## src/rtl/aurora_tx_scheduler.sv

```systemverilog
// Aurora TX symbol scheduler.
// Chooses the per-cycle TX symbol source for the lane datapath: init ordered
// sets, idle, SCP/ECP framing, AXI payload or clock-compensation bursts.
// Owns the CC period timer and the AXI-stream ready handshake. A CC burst
// pre-empts payload at any point, including in the middle of a frame, and then
// resumes from the saved return state.
module aurora_tx_scheduler #(
    parameter int CC_PERIOD = 5000,
    parameter int CC_LEN    = 3,
    parameter int TIMER_W   = $clog2(CC_PERIOD)
) (
    input  logic       i_clk,
    input  logic       i_rst,
    input  logic       i_channel_init_finished,
    input  logic       i_axi_valid,
    input  logic       i_axi_last,
    output logic       o_axi_ready,
    output logic [2:0] o_sym_sel,
    output logic       o_frame_active,
    output logic       o_cc_active,
    output logic       o_frame_aborted
);

    localparam int CNT_W = (CC_LEN > 1) ? $clog2(CC_LEN) : 1;
    localparam logic [TIMER_W-1:0] TIMER_LAST = TIMER_W'(CC_PERIOD - 1);
    localparam logic [CNT_W-1:0]   BURST_LAST = CNT_W'(CC_LEN - 1);

    typedef enum logic [2:0] {
        S_INIT,
        S_IDLE,
        S_SCP,
        S_DATA,
        S_ECP,
        S_CC
    } state_t;

    typedef enum logic [2:0] {
        SYM_INIT = 3'd0,
        SYM_IDLE = 3'd1,
        SYM_SCP  = 3'd2,
        SYM_DATA = 3'd3,
        SYM_ECP  = 3'd4,
        SYM_CC   = 3'd5
    } sym_t;

    state_t               r_state;
    state_t               r_ret_state;
    logic [TIMER_W-1:0]   r_timer;
    logic                 r_cc_pending;
    logic [CNT_W-1:0]     r_burst_cnt;
    logic                 r_frame_active;
    logic                 r_frame_aborted;

    state_t               w_next_state;
    state_t               w_next_ret;
    sym_t                 w_sym;
    logic                 w_ready;
    logic                 w_cc_active;
    logic                 w_burst_done;
    logic                 w_link_lost;
    logic                 w_transfer;
    logic                 w_timer_wrap;
    logic                 w_enter_cc;

    // Channel loss only counts once the channel has come up.
    always_comb begin
        w_link_lost  = (r_state != S_INIT) && !i_channel_init_finished;
        w_timer_wrap = (r_timer == TIMER_LAST);
        w_burst_done = (r_burst_cnt == BURST_LAST);
        w_transfer   = i_axi_valid && w_ready;
        w_enter_cc   = (w_next_state == S_CC) && (r_state != S_CC);
    end

    // Next-state, return-state capture and per-cycle symbol/handshake decode.
    always_comb begin
        w_next_state = r_state;
        w_next_ret   = r_ret_state;
        w_sym        = SYM_IDLE;
        w_ready      = 1'b0;
        w_cc_active  = 1'b0;

        case (r_state)
            S_INIT: begin
                w_sym = SYM_INIT;
                if (i_channel_init_finished) begin
                    w_next_state = S_IDLE;
                end
            end

            S_IDLE: begin
                w_sym = SYM_IDLE;
                if (r_cc_pending) begin
                    w_next_state = S_CC;
                    w_next_ret   = S_IDLE;
                end else if (i_axi_valid) begin
                    w_next_state = S_SCP;
                end
            end

            S_SCP: begin
                w_sym = SYM_SCP;
                if (r_cc_pending) begin
                    w_next_state = S_CC;
                    w_next_ret   = S_DATA;
                end else begin
                    w_next_state = S_DATA;
                end
            end

            S_DATA: begin
                // Ready is withheld on the pending cycle so a beat is never
                // accepted on the cycle the FSM leaves for the CC burst.
                w_ready = !r_cc_pending && i_channel_init_finished;
                w_sym   = (i_axi_valid && w_ready) ? SYM_DATA : SYM_IDLE;
                if (r_cc_pending) begin
                    w_next_state = S_CC;
                    w_next_ret   = S_DATA;
                end else if (i_axi_valid && w_ready && i_axi_last) begin
                    w_next_state = S_ECP;
                end
            end

            S_ECP: begin
                // ECP always returns through IDLE, so SCP never directly follows.
                w_sym = SYM_ECP;
                if (r_cc_pending) begin
                    w_next_state = S_CC;
                    w_next_ret   = S_IDLE;
                end else begin
                    w_next_state = S_IDLE;
                end
            end

            S_CC: begin
                w_sym       = SYM_CC;
                w_cc_active = 1'b1;
                if (w_burst_done) begin
                    w_next_state = r_ret_state;
                end
            end

            default: begin
                w_sym        = SYM_INIT;
                w_next_state = S_INIT;
            end
        endcase

        if (w_link_lost) begin
            w_next_state = S_INIT;
        end
    end

    // State and saved return-state registers.
    always_ff @(posedge i_clk) begin
        if (i_rst) begin
            r_state     <= S_INIT;
            r_ret_state <= S_IDLE;
        end else begin
            r_state     <= w_next_state;
            r_ret_state <= w_next_ret;
        end
    end

    // CC period timer: free-running once the channel is up, flags a burst on wrap.
    always_ff @(posedge i_clk) begin
        if (i_rst || w_link_lost || (r_state == S_INIT)) begin
            r_timer      <= '0;
            r_cc_pending <= 1'b0;
        end else begin
            if (w_timer_wrap) begin
                r_timer <= '0;
            end else begin
                r_timer <= r_timer + TIMER_W'(1);
            end

            if (w_timer_wrap) begin
                r_cc_pending <= 1'b1;
            end else if (w_enter_cc) begin
                r_cc_pending <= 1'b0;
            end
        end
    end

    // Counts cycles within a CC burst; idle at zero outside S_CC.
    always_ff @(posedge i_clk) begin
        if (i_rst || w_link_lost) begin
            r_burst_cnt <= '0;
        end else if (r_state == S_CC) begin
            if (w_burst_done) begin
                r_burst_cnt <= '0;
            end else begin
                r_burst_cnt <= r_burst_cnt + CNT_W'(1);
            end
        end else begin
            r_burst_cnt <= '0;
        end
    end

    // Frame tracking: set by SCP, cleared by ECP, killed by channel loss.
    always_ff @(posedge i_clk) begin
        if (i_rst) begin
            r_frame_active  <= 1'b0;
            r_frame_aborted <= 1'b0;
        end else begin
            r_frame_aborted <= w_link_lost && r_frame_active;
            if (w_link_lost) begin
                r_frame_active <= 1'b0;
            end else if (r_state == S_SCP) begin
                r_frame_active <= 1'b1;
            end else if (r_state == S_ECP) begin
                r_frame_active <= 1'b0;
            end
        end
    end

    assign o_axi_ready     = w_ready;
    assign o_sym_sel       = w_sym;
    assign o_cc_active     = w_cc_active;
    assign o_frame_active  = r_frame_active;
    assign o_frame_aborted = r_frame_aborted;

endmodule

```

## config.mk

```make
export PLATFORM = sky130hd
export DESIGN_NAME = aurora_tx_scheduler
export DESIGN_NICKNAME = d
export VERILOG_FILES = /design/src/rtl/aurora_tx_scheduler.sv
export SDC_FILE = /design/constraint.sdc
export NUM_CORES = 1
export LEC_CHECK = 0
export CORE_ASPECT_RATIO = 0.7
export CORE_MARGIN = 3
export CORE_UTILIZATION = 54
export DETAILED_ROUTE_END_ITERATION = 12
export GPL_TIMING_DRIVEN = 0
export HOLD_SLACK_MARGIN = 0.02
export PLACE_DENSITY = 0.77
export REMOVE_ABC_BUFFERS = 1
export SKIP_LAST_GASP = 1
export SLEW_MARGIN = 20
export SYNTH_ARGS = -nofsm -noshare
export SYNTH_HDL_FRONTEND = slang
export SYNTH_SLANG_ARGS = --single-unit
```

## constraint.sdc

```tcl
create_clock -name i_clk -period 1.9 [get_ports i_clk]
set_input_delay 0.285 -clock i_clk [delete_from_list [all_inputs] [get_ports i_clk]]
set_output_delay 0.285 -clock i_clk [all_outputs]
set_load 0.02 [all_outputs]
```

# Word level (Yosys, flattened, before mapping)
# Index checks and enable logic that the tools add are counted.
# op_classes
n_mux	21
n_addsub	2
n_bitwise	1
n_reduce_logical	21
eq_ne	11
# op_table
op	n
$mux 3	11
$pmux 3 s6	1
$pmux 3 s5	1
$add 13x1->13 const B	1
$eq 13x13->1 const B	1
$eq 3x3->1 const B	3
$reduce_or 2->1	4
$eq 3x2->1 const B	2
$logic_and 1x1->1	6
$mux 1	6
$pmux 3 s2	1
$reduce_bool 2->1	3
$ne 2x1->1 const B	2
$eq 3x1->1 const B	1
$logic_not 3->1	1
$ne 3x3->1 const B	1
$reduce_and 3->1	1
$reduce_bool 3->1	1
$reduce_or 3->1	1
$add 2x1->2 const B	1
$eq 2x2->1 const B	1
$logic_not 1->1	2
$logic_or 1x1->1	2
$mux 2	1
$not 1->1	1
# totals
output_inout_bits	7
ff_bits	24
input_bits	5
elab_cells	63

# Depth between registers and ports, before layout
# Gate-level depths: netlist (run 1).
# depth
word_depth	12
depth_mapped	7
depth_no_buf	6

# Worst setup path after synthesis (run 1)
# No wires, ideal clock.
# synth_timing
kind	reg2out
from	reg r_state[1]
to	out o_sym_sel[1]
arrival_time_ns	1.606
t_required_ns	1.615
n_path_buf	1
path_stages_with_launch	5
path_slack_ns	0.009
path_cell_list	dfxtp_1 > clkbuf_1 > inv_1 > ha_1 > a211oi_1
# synth_between
elab_chain_len	2
elab_cells_between_ends	6
classes_between	eq/ne: 5; mux: 1
# synth_lines
element	line_no	rtl
from (decl)	46	state_t r_state;
from (signal assigned)	159	r_state <= w_next_state;
$eq 3x3->1 (tied with other cells)	82	case (r_state)
$pmux 3 s5 (*)	82	
to (decl)	18	output logic [2:0] o_sym_sel,
# Mark *: on every way between the ends. The rest lies on a longest branch, timed or not.

# Final worst setup path (run 1)
# layout_timing
from	reg r_state[1]
to	out o_axi_ready
# layout_between
elab_chain_len	2
# layout_lines
element	line_no	rtl
$eq 3x2->1	82	
$mux 1	82	
to (decl)	17	output logic o_axi_ready,
# No other way between the ends.

==> reports/results.ini, run 1 <==
[status]
result_of_the_run = completed

[yosys]
syn_area_um2 = 1120
ys.warnings.count = 0
synth-adder-area-share = 0.0668
post_synth_inst_count = 133
compound_cell_area_share_of_the_yosys_netlist = 0.108
synth_xor_area_frac = 0.0935
main_combinational_cell_family_by_area_after_synthesis = simple AND/OR/NAND/NOR gates
mux_cell_area_share_after_synthesis = 0.0100
synth.yosys.seq_area_share = 0.392
synthesis.area_per_instance_um2 = 8.45
ys_seq_elements = 22
simple_gate_share_of_the_synthesized_area = 0.283
netlist-cell-type-count = 34

[timing]
clock_skew_ns = 0.00505
final-max-slew-violation-count = 0
slew-limit-headroom = 0.567
period_share = 0.970
final_number_of_setup_violating_endpoints = 0
fmaxAchievable_ghz = 0.543
fin_crit_ns = 1.84
worst-slew-pin-transition_ns = 0.633
hold_viol = 0
setup-tns-final_ns = 0
rsz0062_at_grt = yes

[worst_setup_path]
arrival_ns = 1.56
crit_fanout = 7
critical_path.startpoint_type = flip-flop
crit_type = flip-flop to primary output
worst_path_max_delay_cell = sky130_fd_sc_hd__dfxtp_4
timing.critical_path.required_ns = 1.62
r2r_slack_ns = 0.15
largest_stage_delay_on_the_critical_path_ns = 0.39
cell_by_cell_listing_of_the_critical_path = buf_4, nand2b_1, nor3_1, dlygate4sd2_1
critical_path.endpoint_type = primary output

[power]
leakage_nw = 0.464
totalPowerFinal_mw = 0.835
power_density_nw_per_um2 = 640
vdd.ir_drop.worst_mv = 0.472

[layout]
postLayoutCoreUtil = 0.679
antenna-diode-count = 0
mostFrequentLayoutCells = sky130_fd_sc_hd__nor2_1 (25), sky130_fd_sc_hd__dfxtp_1 (18), sky130_fd_sc_hd__nor3_1 (8), sky130_fd_sc_hd__xnor2_1 (8), sky130_fd_sc_hd__inv_1 (7)
multi_input_combinational_cell_area_um2 = 648
postLayoutCellArea_um2 = 1300
mostFrequentLayoutCell = sky130_fd_sc_hd__nor2_1
drive_above_1_share = 0.130
final.fill_count = 161
flow.area_growth_from_synthesis_pct = 16.0
post_layout_nonfiller_instances = 168
seqCellArea_um2 = 453
final_nets = 158

[grt]
gr-total-overflow = 0
number_of_global_route_vias_before_repair = 850
grt_usage = 0.201
grt_first_pass_wirelength_mm = 3.95
grt_antenna_before_repair = 0
maximum_number_of_pins_on_one_net_before_global_route_repair = 17

[placement]
place.gp.congestion = 0.871
numPlacedInstances = 162
port_buffers = 11
place_hpwl_mm = 1.72
placement.cell_area_um2 = 1230

[clock_tree]
holdBufCountCts = 0
clkTransAtPathRegs_ns = 0.12
tritoncts = built
clock_latency_of_the_later_clocked_register_in_the_worst_skew_pair_ns = 0.32
max-clock-path-buffers = 2
cts_sinks = 22
cts_htree_levels = 1
cts-root-buf = sky130_fd_sc_hd__clkbuf_4
cts_inserted_buffers = 3

[detailed_routing]
drt_first_pass_iters = 5
post_drt_wl_per_cell_um = 13.8
detailedRoute.firstIterationViolations = 47
viasPerCell = 5.70
postRouteAntennaNets = 0
drt_drc_violations_left = 0
routed_wl_mm = 2.33
via_count = 957

[job]
maxCapViolCount = 0

[floorplan]
design.die.area_um2 = 2670
floorplan.core_area_um2 = 1920
placement_rows = 13
floorplan.io_pins = 12
floorplan.initialDensity = 0.585
die_height_um = 44.2
die_w_um = 60.5

[worst_hold_path]
worst_hold_path_type = input pin to flip-flop

-- cell families after synthesis --
logic type               Yosys count
AO/OA/AOI/OAI                     19
XOR/XNOR                          12
adder cells (fa/ha/maj)            6
buffers and inverters             11
flip-flops                        22
multiplexers                       1
AND/OR/NAND/NOR                   62
-- layer usage --
layer	up-vias	global-route usage	wire length [um]
met4	0	0.0519	28
met2	31	0.302	1000
met5	-	0	0
li1	487	-	-
met1	435	0.276	1160
met3	4	0.0729	139
-- path summary, 6_finish.rpt --
path                                 from         endpoint  depth (start not counted)
setup / recovery               r_state[1]      o_axi_ready                          4
hold / removal    i_channel_init_finished  o_frame_aborted                          2
setup reg to reg              r_timer[10]       r_timer[9]                          4
hold reg to reg            r_burst_cnt[0]   r_burst_cnt[0]                          1
-- worst max-delay path: cells and delay by family (launching register included) --
kind	cells	cell delay, ns
buffers and inverters	2	0.52
DFF	1	0.39
and+or+nand+nor	2	0.32
-- per-stage QoR --
stage | worst slack [ns] | hold WS, ns
after floorplan | 0.127 | 0.357
after global placement | -0.553 | 0.398
after detailed placement | -0.572 | 0.424
after CTS | -0.200 | 0.388
after global routing | -0.0108 | 0.402
final | 0.0578 | 0.398
-- state kept, by name, indices dropped and copies added (netlist names) --
register / flops
o_frame_aborted: 1
o_frame_active: 1
r_burst_cnt: 2
r_cc_pending: 1
r_ret_state: 1
r_state: 3
r_timer: 13
-- cell usage after synthesis --
cell type | instances | area [um2]
sky130_fd_sc_hd__xor2_1 | 4 | 35.0
sky130_fd_sc_hd__a211oi_1 | 1 | 7.51
sky130_fd_sc_hd__dfxtp_1 | 22 | 440
sky130_fd_sc_hd__a22oi_1 | 1 | 7.51
sky130_fd_sc_hd__nor2_1 | 25 | 93.8
sky130_fd_sc_hd__a2111oi_0 | 2 | 17.5
sky130_fd_sc_hd__buf_1 | 2 | 7.51
sky130_fd_sc_hd__ha_1 | 6 | 75.1
sky130_fd_sc_hd__nor3_1 | 8 | 40.0
sky130_fd_sc_hd__o21a_1 | 1 | 7.51
sky130_fd_sc_hd__a311oi_1 | 1 | 8.76
sky130_fd_sc_hd__or3_1 | 2 | 12.5
sky130_fd_sc_hd__nor2b_1 | 1 | 6.26
sky130_fd_sc_hd__o41ai_1 | 1 | 8.76
sky130_fd_sc_hd__inv_1 | 7 | 26.3
sky130_fd_sc_hd__a21oi_1 | 5 | 25.0
sky130_fd_sc_hd__nand2b_1 | 3 | 18.8
sky130_fd_sc_hd__nor4b_1 | 1 | 8.76
sky130_fd_sc_hd__nand3_1 | 4 | 20.0
sky130_fd_sc_hd__clkbuf_1 | 1 | 3.75
sky130_fd_sc_hd__nand2b_4 | 1 | 13.8
sky130_fd_sc_hd__nand4_1 | 4 | 25.0
sky130_fd_sc_hd__or4b_1 | 1 | 10.0
sky130_fd_sc_hd__or4_4 | 1 | 11.3
sky130_fd_sc_hd__and2_1 | 2 | 12.5
sky130_fd_sc_hd__mux2_2 | 1 | 11.3
sky130_fd_sc_hd__nand2_1 | 6 | 22.5
sky130_fd_sc_hd__nor4_1 | 1 | 6.26
sky130_fd_sc_hd__xnor2_1 | 8 | 70.1
sky130_fd_sc_hd__buf_8 | 1 | 15.0
sky130_fd_sc_hd__a32oi_1 | 1 | 8.76
sky130_fd_sc_hd__or2_2 | 1 | 6.26
sky130_fd_sc_hd__o21ai_0 | 6 | 30.0
sky130_fd_sc_hd__or4b_2 | 1 | 10.0
-- timing repair --
item / CTS / global route
setup endpoints to repair: 7 / 2
gates resized for setup: 16 / 6
buffers inserted: 0 / 2
hold endpoints to repair: 0 / 0
-- power breakdown --
| group | internal, mW | switching [mW] | total [mW] |
|---|---|---|---|
| clock network | 0.117 | 0.141 | 0.258 |
| logic | 0.0408 | 0.0546 | 0.0954 |
| registers | 0.467 | 0.0143 | 0.481 |
-- cell type report --
type,count,area share
Multi-Input combinational cell,100,0.497
Inverter,7,0.0202
Timing Repair Buffer,13,0.0864
Clock buffer,4,0.0278
Sequential cell,22,0.347
Tap cell,22,0.0211
Note: power is estimated with default switching activity, not from simulation.
==> run 2, diff against run 1 <==
- ABC_AREA: unset -> 0
- ABC_CLOCK_PERIOD_IN_PS: unset -> 1900
- CORE_MARGIN: 3 -> unset
==> run 2 against run 1 <==
Register-to-register slack about the same. Design area is 1.9% lower. Worst setup slack improved by 0.023 ns. Maximum frequency up 1.3%. Core utilization is 0.73 points lower. Routed wire length fell by 5.8%. Clock skew barely moved. Clock-buffer cell count shrank 1. First-iteration DRC count decreased by 19%. Sequential cell count is the same. Die area is 15% lower.
==> reports/results.ini, run 2 (same netlist as run 1, synthesis figures left out) <==
[status]
result_of_the_run = completed

[detailed_routing]
drt_drc_violations_left = 0
highest-signal-layer = met4
via_count = 953
wl_met3_um = 139
detailedRoute.firstIterationViolations = 38
route.met2.wl_um = 912
viasPerCell = 5.71
post_drt_wl_per_cell_um = 13.1
routed_wl_mm = 2.19
drt-met1-wl_mm = 1.13
drt_first_pass_iters = 4
postRouteAntennaNets = 0

[worst_setup_path]
critical_path.endpoint_type = primary output
crit_fanout = 7
crit_type = flip-flop to primary output
arrival_ns = 1.53
critical_path.startpoint_type = flip-flop
timing.critical_path.required_ns = 1.62

[placement]
port_buffers = 11
numPlacedInstances = 162
place.gp.congestion = 0.816
place_hpwl_mm = 1.68

[power]
seqPwrFrac = 0.621
power.internal_mw = 0.579
power.switching_fraction = 0.250
clkPwrFrac = 0.262
leakage_nw = 0.470
power_frac_comb = 0.117
power_density_nw_per_um2 = 604
vdd.ir_drop.worst_mv = 0.555
power.switching_mw = 0.193

[job]
maxCapViolCount = 0

[grt]
grt_first_pass_wirelength_mm = 3.51
gr-total-overflow = 0
maximum_number_of_pins_on_one_net_before_global_route_repair = 17
number_of_global_route_vias_before_repair = 772
grt_antenna_before_repair = 0
grt_usage = 0.212

[timing]
fmaxAchievable_ghz = 0.550
final_number_of_setup_violating_endpoints = 0
hold_viol = 0
worst_hold_slack_ns = 0.420
clock_skew_ns = 0.00499
period_share = 0.957
final-max-slew-violation-count = 0
worst-slew-pin-transition_ns = 0.578
rsz0062_at_grt = yes
slew-limit-headroom = 0.605
fin_crit_ns = 1.82

[layout]
layout_top_registers = r_timer (13), r_state (3), r_burst_cnt (2)
post_layout_nonfiller_instances = 167
antenna-diode-count = 0
drive_above_1_share = 0.110
mostFrequentLayoutCells = sky130_fd_sc_hd__nor2_1 (25), sky130_fd_sc_hd__dfxtp_1 (18), sky130_fd_sc_hd__nor3_1 (8), sky130_fd_sc_hd__xnor2_1 (8), sky130_fd_sc_hd__inv_1 (7)
largest-register = r_timer
flow.area_growth_from_synthesis_pct = 13.8
largest_register_ffs = 13
final_nets = 158
mostFrequentLayoutCell = sky130_fd_sc_hd__nor2_1

[floorplan]
placement_rows = 13
die_w_um = 56.5
design.die.area_um2 = 2270
die_height_um = 40.2
floorplan.io_pins = 12
floorplan.initialDensity = 0.590
floorplan.core_area_um2 = 1900

[clock_tree]
cts_htree_levels = 1
clock_latency_of_the_later_clocked_register_in_the_worst_skew_pair_ns = 0.30
tritoncts = built
clkTransAtPathRegs_ns = 0.10
cts_inserted_buffers = 3
cts_sinks = 22
cts-root-buf = sky130_fd_sc_hd__clkbuf_4
max-clock-path-buffers = 2

[worst_hold_path]
worst_hold_path_type = flip-flop to flip-flop

-- run 2: changes by cell type in the layout (fill, tap and decap cells not counted) --
| cell | change |
|---|---|
| sky130_fd_sc_hd__a211oi_1 | +1 |
| sky130_fd_sc_hd__a211oi_2 | -1 |
| sky130_fd_sc_hd__buf_2 | +1 |
| sky130_fd_sc_hd__clkbuf_2 | -1 |
| sky130_fd_sc_hd__clkbuf_8 | -1 |
| sky130_fd_sc_hd__dfxtp_2 | -1 |
| sky130_fd_sc_hd__dfxtp_4 | +1 |
| sky130_fd_sc_hd__dlygate4sd2_1 | -1 |
| sky130_fd_sc_hd__dlymetal6s2s_1 | +1 |
| sky130_fd_sc_hd__ha_1 | +1 |
| sky130_fd_sc_hd__ha_4 | -1 |
-- run 2: metrics by stage --
stage | power [mW] | util | TNS (ns) | setup WS [ns] | instance area, um2
finish | 0.772 | 0.672 | 0 | 0.0808 | 1280
global route | 0.817 | 0.672 | -0.0643 | -0.0541 | 1280
CTS | 0.782 | 0.663 | -0.113 | -0.113 | 1260
detailed placement | 0.581 | 0.649 | -1.19 | -0.580 | 1230
global placement | 0.578 | 0.649 | -1.11 | -0.562 | 1230
floorplan | 0.545 | - | 0 | 0.127 | 1100
-- run 2: worst max-delay path: stages, from the launching register on --
cell and delay (ns):
sky130_fd_sc_hd__dfxtp_4 0.39, sky130_fd_sc_hd__inv_1 0.09, sky130_fd_sc_hd__ha_1 0.33, sky130_fd_sc_hd__a21oi_1 0.14
sky130_fd_sc_hd__o21a_1 0.13, sky130_fd_sc_hd__buf_2 0.16
-- run 2: power by group through the flow --
stage / clock network (mW) / logic [mW] / registers [mW]
final: 0.202 / 0.0901 / 0.480
after global routing: 0.235 / 0.100 / 0.481
after CTS: 0.213 / 0.0845 / 0.484
after detailed placement: 0 / 0.0862 / 0.495
after global placement: 0 / 0.0835 / 0.495
after floorplan: 0 / 0.0537 / 0.492
-- run 2: final timing paths --
kind                       start              to  slack [ns]  cells past startpoint
setup / recovery      r_state[1]    o_sym_sel[0]        0.08                      5
hold / removal    r_burst_cnt[0]  r_burst_cnt[0]        0.42                      1
setup reg to reg      r_timer[3]     r_timer[11]        0.14                      4
hold reg to reg   r_burst_cnt[0]  r_burst_cnt[0]        0.42                      1
-- run 2: cell type report --
| type | instances | area, um2 |
|---|---|---|
| flip-flops and latches | 22 | 455 |
| fillers | 154 | 624 |
| multi-input cells | 100 | 631 |
| inverters | 7 | 26.3 |
| repair buffers | 13 | 116 |
| well taps | 22 | 27.5 |
| clock buffers | 3 | 22.5 |
-- run 2: layer usage --
| metal | vias to the layer above | GRT usage |
|---|---|---|
| li1 | 487 | - |
| met1 | 437 | 0.289 |
| met2 | 26 | 0.332 |
| met3 | 3 | 0.0710 |
| met4 | 0 | 0.0366 |
| met5 | - | 0 |
-- run 2: what timing repair did --
| action | in CTS | in global routing |
|---|---|---|
| hold buffers | 0 | 0 |
| setup buffers | 0 | 2 |
| gates resized for setup | 17 | 5 |
| endpoints found under the setup margin | 6 | 3 |
==> run 3, diff against run 2 <==
- HOLD_SLACK_MARGIN: 0.02 -> unset
- PLACE_DENSITY: 0.77 -> 0.84
==> run 3 against run 2 <==
Sequential share of layout area shrank 0.33 points. Routed wire length grew 8.6%. Die area is the same. Combinational power grew 7.2%. First-iteration DRC count shrank 39%. Clock skew grew 0.0036 ns. Sequential power is essentially flat. Non-clock buffer count grew 1. Via count grew 2.0%. Clock power grew 6%. Core utilization grew 0.26 points. Critical path type unchanged. Largest cell class unchanged. Largest power group unchanged.
==> reports/results.ini, run 3 (same netlist as run 1, synthesis figures left out) <==
[status]
result_of_the_run = completed

[worst_setup_path]
timing.critical_path.required_ns = 1.62
cell_by_cell_listing_of_the_critical_path = nand2b_1, or2_2, a211oi_1, buf_2
critical-path-top-delay-family = simple AND/OR/NAND/NOR gates
crit_fanout = 8
critical_path.startpoint_type = flip-flop
critical_path.endpoint_type = primary output
largest_stage_delay_on_the_critical_path_ns = 0.38
arrival_ns = 1.57
crit_type = flip-flop to primary output
worst_path_max_delay_cell = sky130_fd_sc_hd__dfxtp_2
worstPathBufferInverterCount = 1

[detailed_routing]
drt_drc_violations_left = 0
postRouteAntennaNets = 0
drt_first_pass_iters = 4
via_count = 972
detailedRoute.firstIterationViolations = 23
post_drt_wl_per_cell_um = 14.2
routed_wl_mm = 2.38
viasPerCell = 5.79

[clock_tree]
cts_htree_levels = 1
max-clock-path-buffers = 2
cts-root-buf = sky130_fd_sc_hd__clkbuf_4
clkTransAtPathRegs_ns = 0.12
cts_inserted_buffers = 3
clock_latency_of_the_later_clocked_register_in_the_worst_skew_pair_ns = 0.31
cts_sinks = 22
tritoncts = built
holdBufCountCts = 0

[layout]
flow.area_growth_from_synthesis_pct = 14.3
final.fill_count = 156
layout_top_registers = r_timer (13), r_state (3), r_burst_cnt (2)
largest-register = r_timer
mostFrequentLayoutCells = sky130_fd_sc_hd__nor2_1 (25), sky130_fd_sc_hd__dfxtp_1 (18), sky130_fd_sc_hd__nor3_1 (8), sky130_fd_sc_hd__xnor2_1 (8), sky130_fd_sc_hd__inv_1 (7)
antenna-diode-count = 0
mostFrequentLayoutCell = sky130_fd_sc_hd__nor2_1
final_nets = 159
drive_above_1_share = 0.116
largest_register_ffs = 13

[power]
power_frac_comb = 0.122
power.switching_fraction = 0.263
vdd.ir_drop.worst_mv = 0.590
power_density_nw_per_um2 = 616
seqPwrFrac = 0.608
leakage_nw = 0.475
power.internal_mw = 0.583
clkPwrFrac = 0.270
power.switching_mw = 0.208

[worst_hold_path]
worst_hold_path_type = input pin to flip-flop

[grt]
maximum_number_of_pins_on_one_net_before_global_route_repair = 17
grt_antenna_before_repair = 0
gr-total-overflow = 0
grt_usage = 0.223
grt_first_pass_wirelength_mm = 3.66
number_of_global_route_vias_before_repair = 832

[timing]
hold_viol = 0
final_number_of_setup_violating_endpoints = 0
final.setup.worst_slack_ns = 0.0459
worst-slew-pin-transition_ns = 0.622
period_share = 0.976
clock_skew_ns = 0.00854
rsz0062_at_grt = yes
worst_hold_slack_ns = 0.408
slew-limit-headroom = 0.574
fmaxAchievable_ghz = 0.539
final-max-slew-violation-count = 0
fin_crit_ns = 1.85

[placement]
port_buffers = 11
place_hpwl_mm = 1.68
place.gp.congestion = 0.804
place_ws_ns = -0.570

[floorplan]
floorplan.io_pins = 12
placement_rows = 13
floorplan.initialDensity = 0.590
floorplan.core_area_um2 = 1900
die_height_um = 40.2
design.die.area_um2 = 2270
die_w_um = 56.5

[job]
maxCapViolCount = 0

==> run 3: power by group through the flow <==
stage	sequential, mW	clock [mW]	combinational (mW)
after detailed placement	0.496	0	0.0869
after global placement	0.494	0	0.0834
after CTS	0.485	0.221	0.0848
after global routing	0.483	0.242	0.105
final	0.480	0.214	0.0966
after floorplan	0.492	0	0.0537
==> run 3: worst paths after layout <==
check                                              from              end  slack (ns)  depth (start not counted)
worst min-delay path            i_channel_init_finished  o_frame_aborted        0.41                          2
worst max register to register               r_timer[3]       r_timer[3]        0.14                          4
worst max-delay path                       r_cc_pending     o_sym_sel[1]        0.05                          4
worst min register to register           r_burst_cnt[0]   r_burst_cnt[0]        0.43                          1
==> run 3: layout make-up <==
cell class	count	area, um2	share of cell area
tap	22	27.5	0.0214
inverter	7	26.3	0.0205
multi-input combinational	100	631	0.491
timing repair buffer	14	124	0.0965
clock buffer	3	22.5	0.0175
sequential	22	453	0.353
==> run 3: per-stage QoR <==
stage	std cells	cell area, um2	power, mW	util	TNS [ns]
after detailed placement	162	1230	0.583	0.649	-1.22
after global routing	168	1280	0.829	0.675	-0.0776
after floorplan	129	1100	0.545	-	0
final	168	1280	0.791	0.675	0
after global placement	162	1230	0.578	0.649	-1.11
after CTS	165	1260	0.791	0.662	-0.202
==> run 3: layer usage <==
metal / wire length, um / up-vias / track usage
met4: 33 / 0 / 0.0976
met3: 105 / 4 / 0.0677
li1: - / 488 / -
met5: 0 / - / 0
met2: 1070 / 21 / 0.359
met1: 1180 / 459 / 0.286
==> run 3: worst register-to-register path, delay by kind of cell (launching register included) <==
family | cells | cell delay [ns]
simple gates | 4 | 1.27
flops | 1 | 0.39
==> run 3: repair_timing <==
action | 4_1_cts | 5_1_grt
pin swaps | 0 | 0
setup endpoints to repair | 6 | 3
buffers inserted | 0 | 3
gates resized for setup | 16 | 4
